## src/rtl/bram_port_arbiter.sv

```systemverilog
// bram_port_arbiter: shares one registered-read single-port RAM
// between the DHT11 capture writer and the display/UART reader.
module bram_port_arbiter #(
  parameter int DATA_W = 16,
  parameter int ADDR_W = 1
) (
  input  logic              clk,
  input  logic              rst,
  input  logic              wr_req,
  input  logic [ADDR_W-1:0] wr_addr,
  input  logic [DATA_W-1:0] wr_data,
  output logic              wr_ack,
  input  logic              rd_req,
  input  logic [ADDR_W-1:0] rd_addr,
  output logic              rd_ack,
  output logic [DATA_W-1:0] rd_data,
  output logic              bram_we,
  output logic [ADDR_W-1:0] bram_addr,
  output logic [DATA_W-1:0] bram_din,
  input  logic [DATA_W-1:0] bram_dout,
  output logic              busy
);

  typedef enum logic [2:0] {
    IDLE,
    WR,
    RD_ADDR,
    RD_WAIT,
    RD_DONE
  } state_t;

  state_t state;
  state_t next;
  logic   last_rd;
  logic   both;

  assign both = wr_req & rd_req;

  // last_rd only moves on contention; it picks the loser of the last tie
  always_ff @(posedge clk or posedge rst) begin
    if (rst) begin
      state   <= IDLE;
      last_rd <= 1'b1;
    end else begin
      state <= next;
      if (state == IDLE && both)
        last_rd <= ~last_rd;
    end
  end

  always_comb begin
    next = state;
    unique case (state)
      IDLE: begin
        unique case (1'b1)
          both:              next = last_rd ? WR : RD_ADDR;
          wr_req && !rd_req: next = WR;
          rd_req && !wr_req: next = RD_ADDR;
          default:           next = IDLE;
        endcase
      end
      WR:      next = IDLE;
      RD_ADDR: next = RD_WAIT;
      RD_WAIT: next = RD_DONE;
      RD_DONE: next = IDLE;
      default: next = IDLE;
    endcase
  end

  // outputs are decoded from next so they line up with the state they describe
  always_ff @(posedge clk or posedge rst) begin
    if (rst) begin
      wr_ack    <= 1'b0;
      rd_ack    <= 1'b0;
      rd_data   <= '0;
      bram_we   <= 1'b0;
      bram_addr <= '0;
      bram_din  <= '0;
      busy      <= 1'b0;
    end else begin
      wr_ack  <= (next == WR);
      bram_we <= (next == WR);
      rd_ack  <= (next == RD_DONE);
      busy    <= (next != IDLE);
      if (next == WR) begin
        bram_addr <= wr_addr;
        bram_din  <= wr_data;
      end
      if (next == RD_ADDR)
        bram_addr <= rd_addr;
      if (state == RD_WAIT)
        rd_data <= bram_dout;
    end
  end

endmodule

```

## config.mk

```make
export PLATFORM = sky130hd
export DESIGN_NAME = bram_port_arbiter
export DESIGN_NICKNAME = d
export VERILOG_FILES = /design/src/rtl/bram_port_arbiter.sv
export SDC_FILE = /design/constraint.sdc
export NUM_CORES = 1
export LEC_CHECK = 0
export CORE_MARGIN = 2
export CORE_UTILIZATION = 40
export CTS_CLUSTER_SIZE = 10
export DETAILED_ROUTE_END_ITERATION = 12
export PLACE_DENSITY = 0.84
export SLEW_MARGIN = 0
export SYNTH_ARGS = -nofsm -noshare
export SYNTH_HDL_FRONTEND = slang
export SYNTH_SLANG_ARGS = --single-unit
```

## constraint.sdc

```tcl
create_clock -name clk -period 1.7 [get_ports clk]
set_input_delay 0.17 -clock clk [delete_from_list [all_inputs] [get_ports clk]]
set_output_delay 0.17 -clock clk [all_outputs]
set_load 0.005 [all_outputs]
```

# Yosys cells after proc, flatten, opt, wreduce, memory -nomap -nowiden
# Index checks and enable logic that the tools add are counted.
# op_classes
add_sub_neg	0
n_mul	0
div_mod_pow	0
n_lt_le_gt_ge	0
eq_ne	5
n_shift	0
mux	5
bitwise_logic	2
n_reduce_logical	8
# op_table
cell	count
== test 3 x 2 -> 1 bit (second input constant)	3
one-hot mux 3 bit (3 select lines)	1
one-hot mux 2 bit (3 select lines)	1
== test 3 x 1 -> 1 bit (second input constant)	1
== test 3 bit (second input constant)	1
logical AND 1 bit	3
zero test 3 bit	1
nonzero test 3 bit	1
zero test 1 bit	2
two-way mux 1 bit	2
two-way mux 2 bit	1
nonzero test 2 bit	1
AND 1 bit	1
NOT 1 bit	1
# word_totals
regBits	40
latchBits	0
ram_bits	0
romBits	0
inputBits	38
out_inout_bits	37
n_memories	0

# Depth between registers and ports, before layout
# Gate-level depths: netlist of the first run.
# logic_depth
ltp_word	7
mapped_depth	4

# Worst setup path before layout of the first run
# OpenSTA, ideal clock, no wires.
# synth_path
path_kind	register to register
startpoint	register state[1]
endpoint	register bram_din[0]
arrival_ps	1312
t_required_ps	1575
setup_slack_ps	263
path_stages_with_launch	5
period_less_slack_ps	1437
cell_sequence	dfrtp_1 nor3_4 nand3_4 buf_6 mux2_4
# synth_via
elab_chain_len	3
elab_cells_between_ends	5
# synth_rtl
item	line	source
from (decl)	32	state_t state;
from (signal assigned)	45	state <= next;
== test 3 x 2 -> 1 bit or zero test 3 bit (tied branches)	53	unique case (state)
one-hot mux 3 bit (3 select lines) *	53	
== test 3 x 1 -> 1 bit *	85	if (next == WR) begin
to (signal assigned)	87	bram_din <= wr_data;
to (decl)	19	output logic [DATA_W-1:0] bram_din,
# Mark *: on every way between the ends. The rest lies on a longest branch, timed or not.
# A chain may end at the register's enable or synchronous reset.

# Worst setup path after layout of the first run
# Same ends and word-level chain as after synthesis.

==> results of run 1 <==
[layer usage]
layer  global-route usage, %  wire (µm)  up-vias
met1                   18.46       1274      562
met3                   5.236        223        8
met4                   6.888         59        0
li1                        -          -      505
met2                   29.33       1907       42
met5                       0          0        -
[synth_stat cells]
master / number
sky130_fd_sc_hd__nor3_1: 2
sky130_fd_sc_hd__a221oi_1: 1
sky130_fd_sc_hd__o21bai_1: 1
sky130_fd_sc_hd__nand3_1: 1
sky130_fd_sc_hd__buf_4: 1
sky130_fd_sc_hd__o2bb2ai_1: 1
sky130_fd_sc_hd__a21oi_1: 3
sky130_fd_sc_hd__nor2b_1: 1
sky130_fd_sc_hd__buf_6: 2
sky130_fd_sc_hd__nand3_4: 1
sky130_fd_sc_hd__dfrtp_1: 39
sky130_fd_sc_hd__nor2_1: 2
sky130_fd_sc_hd__nor3_4: 1
sky130_fd_sc_hd__mux2i_1: 1
sky130_fd_sc_hd__clkbuf_2: 1
sky130_fd_sc_hd__dfstp_2: 1
sky130_fd_sc_hd__xnor2_1: 1
sky130_fd_sc_hd__mux2_2: 23
sky130_fd_sc_hd__nand2_1: 2
sky130_fd_sc_hd__nand2b_1: 2
sky130_fd_sc_hd__mux2_4: 9
sky130_fd_sc_hd__nor2_2: 1
sky130_fd_sc_hd__inv_1: 4
[sequential cells by signal, indices dropped and copies added (netlist names)]
name       flops
rd_ack         1
busy           1
last_rd        1
bram_din      16
bram_addr      1
rd_data       16
state          3
bram_we        1
[power by group]
| part | switching, mW | total [mW] | internal, mW |
|---|---|---|---|
| combinational | 0.572 | 1.94 | 1.37 |
| sequential | 0.300 | 1.74 | 1.44 |
| clock | 0.331 | 0.773 | 0.442 |
[layout make-up]
class	count	area, µm²
repair buffers	78	783.3
fillers	283	1226
well taps	48	60.06
flip-flops and latches	40	1002
clock inverters	3	46.29
inverters	4	15.01
clock buffers	5	68.82
multi-input cells	53	541.8
[worst min path at each step]
stage | to | slack [ns] | from | cells past startpoint
2_1_floorplan | last_rd | 0.30 | rd_req | 2
6_report | bram_din[1] | 0.24 | rst | 3
3_3_place_gp | last_rd | 0.48 | last_rd | 1
5_1_grt | bram_din[4] | 0.27 | rst | 3
4_1_cts | bram_din[6] | 0.25 | rst | 3
3_5_place_dp | bram_din[12] | 0.49 | bram_din[12] | 1
[stage by stage]
stage / instance area (µm²) / worst slack, ns / hold WS (ns)
floorplan: 1594 / 0.2626 / 0.2982
global route: 2517 / 0.01207 / 0.2688
finish: 2517 / 0.1089 / 0.2437
CTS: 2517 / 0.09497 / 0.2483
global placement: 2402 / 0.1750 / 0.4833
detailed placement: 2402 / 0.1071 / 0.4935
[worst reg2reg max path, cell delays in order (launching register included)]
cell	delay [ns]
sky130_fd_sc_hd__dfrtp_1	0.45
sky130_fd_sc_hd__nor3_4	0.33
sky130_fd_sc_hd__nand3_4	0.30
sky130_fd_sc_hd__mux2_4	0.40
[logic make-up after synthesis]
kind of cell / count (synthesis) / synth area share [%]
XOR/XNOR: 1 / 0.5496
flip-flops: 40 / 62.87
AND/OR/NAND/NOR: 13 / 5.574
AO/OA/AOI/OAI: 6 / 2.512
buffers and inverters: 8 / 3.139
multiplexers: 33 / 25.35
==> metrics.cfg, run 1 <==
[global_routing]
largest_net_degree_at_the_start_of_global_routing=41
grt_pass1_vias=1191
grt-ovfl-total=0
global_route_wire_length_before_repair_um=5457
grt_antenna_before_repair=0
grt.total_usage_pct=16.64

[run_status]
status=completed

[die]
die_area_um2=4506
die_height_um=67.13
initial_core_utilization_pct=42.58
ioPinCount=75
core-area_um2=3744
die_w_um=67.13
placement_rows=22

[route]
antenna_left=0
routed_wirelength_um=3464
total_via_count_in_the_routed_design=1117
drt-wirelength-per-cell_um=15.00
dr.pass1.iters=3
remaining_drc_errors=0
detail_route.vias_per_cell=4.835
detailedRoute.firstIterationViolations=59

[critical_path]
critical_path.n_buffers_inverters=0
worstSetupEndpoint=bram_din[0]
critical-path-top-delay-family=simple AND/OR/NAND/NOR gates
ff_to_ff_setup_slack_ns=0.11
worstPathCellList=nor3_4 > nand3_4 > mux2_4
setup.worst_path.start_class=flop
critPathSlowestCell=sky130_fd_sc_hd__dfrtp_1
cp_data_arrival_time_ns=1.76
start_point_of_the_critical_path=state[1]
reg2regPathDepth=3
critical_path.endpoint_type=flop
crit_type=reg2reg
worstPathRequired_ns=1.87
regToRegStartpoint=state[1]
critical_path_peak_fanout=17
r2r-end=bram_din[0]
critPathMaxStageDelay_ns=0.45
critical_path_cell_count=3

[sta]
final_max_slew_viol_count=0
max_freq_mhz=628.5
worst-slew-pin-transition_ns=0.3099
max_slew_margin_pct=79.34
fin_crit_sh_pct=93.59
finalSetupTns_ns=0
finalClockSkew_ns=0.005735
period_needed_ns=1.591
hold_viol_final=0
setup_repair_after_global_routing_missed_its_margin=false
final-setup-viol-count=0

[synthesis]
yosys.area.top_type=sky130_fd_sc_hd__dfrtp_1
ys_top_cells_by_area=sky130_fd_sc_hd__dfrtp_1, sky130_fd_sc_hd__mux2_2, sky130_fd_sc_hd__mux2_4
post_synth.cell_area_avg_um2=15.78
synth.yosys.seq_area_share_pct=62.87
yosysUniqueCellTypes=23
yosys_warnings=0
syn_nets=139
yosysTopAreaCellShare_pct=61.22
netlist_area_um2=1594
yosys_reg_bits=40
synthCells=101

[power]
powerDensity_nw_per_um2=1771
leakagePower_nw=1.091
peakVddDrop_v=0.001005
fin_total_pwr_mw=4.457

[finish]
mostFrequentLayoutCells=sky130_fd_sc_hd__clkdlybuf4s50_1, sky130_fd_sc_hd__dfrtp_1, sky130_fd_sc_hd__mux2_2, sky130_fd_sc_hd__mux2_4, sky130_fd_sc_hd__clkbuf_8
area_overhead_vs_synth_pct=57.93
finish.net_count=220
final_core_util_pct=67.25
layout_commonest_cell=sky130_fd_sc_hd__clkdlybuf4s50_1
fin_cells=231
insertedDiodeCount=0
layout-drive-gt1-share_pct=26.23

[placed_design]
buffer_ports.inserted=74
place_inst=223
hpwlAfterDp_um=2646
place_congestion=0.7561

[clock_tree]
post_cts.repair.setup_buffers=0
clockRootBuffer=sky130_fd_sc_hd__clkbuf_8
tritoncts_clock_tree=done
count_of_hold_fix_buffers_inserted_at_cts=0
clk_latency_ns=0.28
htree_num_levels=2
clkSlewWorstSetupHoldPaths_ns=0.08
clockBufferDepth=2
tritoncts_buffer_count=5
post_cts_resized=0
cts_sink_count=40

[flow_run]
max_cap_violations=0

[min_path]
worst_hold_path_type=in2async

Note: power is estimated with default switching activity, not from simulation.
==> run 2, diff against run 1 <==
- CELL_PAD_IN_SITES_DETAIL_PLACEMENT: unset -> 1
- CELL_PAD_IN_SITES_GLOBAL_PLACEMENT: unset -> 1
- CORE_UTILIZATION: 40 -> 31
==> run 2 against run 1 <==
Combinational power up 3%. Count of clock-buffer cells in the layout up 2. Register-to-register slack about the same. Sequential power about the same. Largest power group unchanged. Routed wire length up 19%. Cell area up 0.75%. Flip-flop and latch count unchanged. Non-clock buffer count down 1. Highest routed layer unchanged. First-iteration DRC count down 47%. Clock skew up 0.0012 ns.
==> metrics.cfg, run 2 (synthesis results as in run 1) <==
[sta]
max_freq_mhz=626.9  ; -0.25%
worst-slew-pin-transition_ns=0.5176  ; +0.2077 ns
final-setup-viol-count=0  ; unchanged
finalSetupTns_ns=0  ; unchanged
period_needed_ns=1.595  ; +0.004009 ns
finalClockSkew_ns=0.006963  ; +0.001228 ns
setup_repair_after_global_routing_missed_its_margin=false
setup_slack_ns=0.1049  ; -0.004009 ns
fin_crit_sh_pct=93.83  ; +0.24 points
max_slew_margin_pct=65.49  ; -14 points
final_max_slew_viol_count=0  ; unchanged
hold_viol_final=0  ; unchanged

[power]
power_switching_share_pct=27.33  ; +0.35 points
p_comb_share_pct=43.4  ; -0.2 points
leakagePower_nw=1.092  ; about the same
part_of_the_power_in_the_clock_network_pct=18.5  ; +1.1 points
peakVddDrop_v=0.0006436  ; -36%
power_switching_mw=1.252  ; +4.1%
powerDensity_nw_per_um2=1806  ; +2.0%
sequential_group_share_of_total_power_pct=38.2  ; -0.8 points
internal_power_mw=3.329  ; +2.3%

[global_routing]
largest_net_degree_at_the_start_of_global_routing=41  ; unchanged
global_route_wire_length_before_repair_um=6113  ; +12%
grt-ovfl-total=0  ; unchanged
grt_pass1_vias=1277  ; +7.2%
grt.total_usage_pct=14.82  ; -1.8 points
grt_antenna_before_repair=0  ; unchanged

[route]
detail_route.vias_per_cell=4.508  ; -6.8%
total_via_count_in_the_routed_design=1136  ; +1.7%
highest-signal-layer=met4
detailedRoute.firstIterationViolations=31  ; -47%
remaining_drc_errors=0  ; unchanged
m1WireLength_um=1510  ; +19%
wl_met2_um=2171  ; +14%
dr.pass1.iters=4  ; +1
antenna_left=0  ; unchanged
drt-wirelength-per-cell_um=16.30  ; +8.7%
detailroute.wirelength.met3_um=222  ; -0.45%
routed_wirelength_um=4107  ; +19%

[critical_path]
worstPathCellList=nor3_4 > nand3_4 > mux2_4
setup.worst_path.start_class=flop
regToRegStartpoint=state[1]
critical_path_peak_fanout=17  ; unchanged
start_point_of_the_critical_path=state[1]
critPathSlowestCell=sky130_fd_sc_hd__dfrtp_1
r2r-end=bram_din[6]
cp_data_arrival_time_ns=1.77  ; about the same
worstPathRequired_ns=1.88  ; about the same
reg2regPathDepth=3  ; unchanged
worstSetupEndpoint=bram_din[6]
ff_to_ff_setup_slack_ns=0.10  ; about the same
critPathMaxStageDelay_ns=0.45  ; about the same
crit_type=reg2reg
critical_path.endpoint_type=flop

[finish]
biggest_regs=bram_din (16), rd_data (16), state (3)
fillerInstances=505  ; +78%
layout_commonest_cell=sky130_fd_sc_hd__clkdlybuf4s50_1
multiInputGateArea_um2=541.8  ; unchanged
insertedDiodeCount=0  ; unchanged
regArea_um2=1002  ; unchanged
area_overhead_vs_synth_pct=59.11
layout-drive-gt1-share_pct=25.82  ; -0.41 points
mostFrequentLayoutCells=sky130_fd_sc_hd__clkdlybuf4s50_1, sky130_fd_sc_hd__dfrtp_1, sky130_fd_sc_hd__mux2_2, sky130_fd_sc_hd__mux2_4, sky130_fd_sc_hd__clkbuf_8
final_core_util_pct=50.30  ; -17 points
finish.net_count=219  ; -0.45%

[placed_design]
place_congestion=0.8097  ; +7.1%
buffer_ports.inserted=74  ; unchanged
hpwlAfterDp_um=3111  ; +18%
pre_cts_slack_ns=0.04543  ; -0.06167 ns

[clock_tree]
cts_sink_count=40  ; unchanged
htree_num_levels=2  ; unchanged
post_cts.repair.setup_buffers=0  ; unchanged
tritoncts_clock_tree=done
clockRootBuffer=sky130_fd_sc_hd__clkbuf_8
clkSlewWorstSetupHoldPaths_ns=0.08  ; about the same
clk_latency_ns=0.30  ; +0.02 ns
tritoncts_buffer_count=5  ; unchanged
post_cts_resized=0  ; unchanged
clockBufferDepth=2  ; unchanged
count_of_hold_fix_buffers_inserted_at_cts=0  ; unchanged

[flow_run]
max_cap_violations=0  ; unchanged

[die]
die_w_um=75.71  ; +13%
ioPinCount=75  ; unchanged
initial_core_utilization_pct=31.61  ; -11 points
die_height_um=75.71  ; +13%
core-area_um2=5042  ; +35%
die_area_um2=5731  ; +27%
placement_rows=26  ; +18%

[run_status]
status=completed

[min_path]
worst_hold_path_type=in2async

-- run 2: power groups by stage --
| stage | Sequential [mW] | Clock, mW | Combinational, mW |
|---|---|---|---|
| 6_report | 1.75 | 0.846 | 1.99 |
| 5_1_grt | 1.82 | 0.910 | 2.15 |
| 4_1_cts | 1.76 | 0.877 | 2.02 |
| 3_5_place_dp | 1.77 | 0 | 2.01 |
| 3_3_place_gp | 1.73 | 0 | 1.92 |
| 2_1_floorplan | 1.75 | 0 | 0.854 |
-- run 2: worst max-delay path, delay by kind of cell, from the launching register on --
family / cells / cell delay (ns)
flops: 1 / 0.45
mux: 1 / 0.39
simple gates: 2 / 0.64
-- run 2: area by class of cell --
type / count / area share [%]
Sequential cell: 40 / 39.52
Timing Repair Buffer: 77 / 30.09
Multi-Input combinational cell: 53 / 21.36
Clock buffer: 7 / 3.799
Tap cell: 70 / 3.453
Clock inverter: 1 / 1.184
Inverter: 4 / 0.5920
-- run 2: worst min-delay path by stage --
stage | cells past startpoint | slack (ns) | end
final | 3 | 0.31 | bram_din[1]
after global routing | 3 | 0.38 | rd_data[12]
after CTS | 3 | 0.33 | bram_din[1]
after detailed placement | 1 | 0.50 | rd_data[3]
after global placement | 1 | 0.48 | last_rd
after floorplan | 2 | 0.30 | last_rd
-- run 2: metrics by stage --
step	cells	instance area [µm²]	hold slack [ns]	power, mW
finish	252	2536	0.3150	4.581
global route	252	2536	0.3773	4.874
CTS	252	2536	0.3272	4.659
detailed placement	244	2410	0.4964	3.781
global placement	244	2410	0.4830	3.645
floorplan	101	1594	0.2982	2.607
-- run 2: routing by layer --
layer / vias to the layer above / global-route usage (%)
met5: - / 0
met4: 0 / 8.967
met3: 15 / 4.365
met2: 48 / 24.64
met1: 567 / 16.79
li1: 506 / -
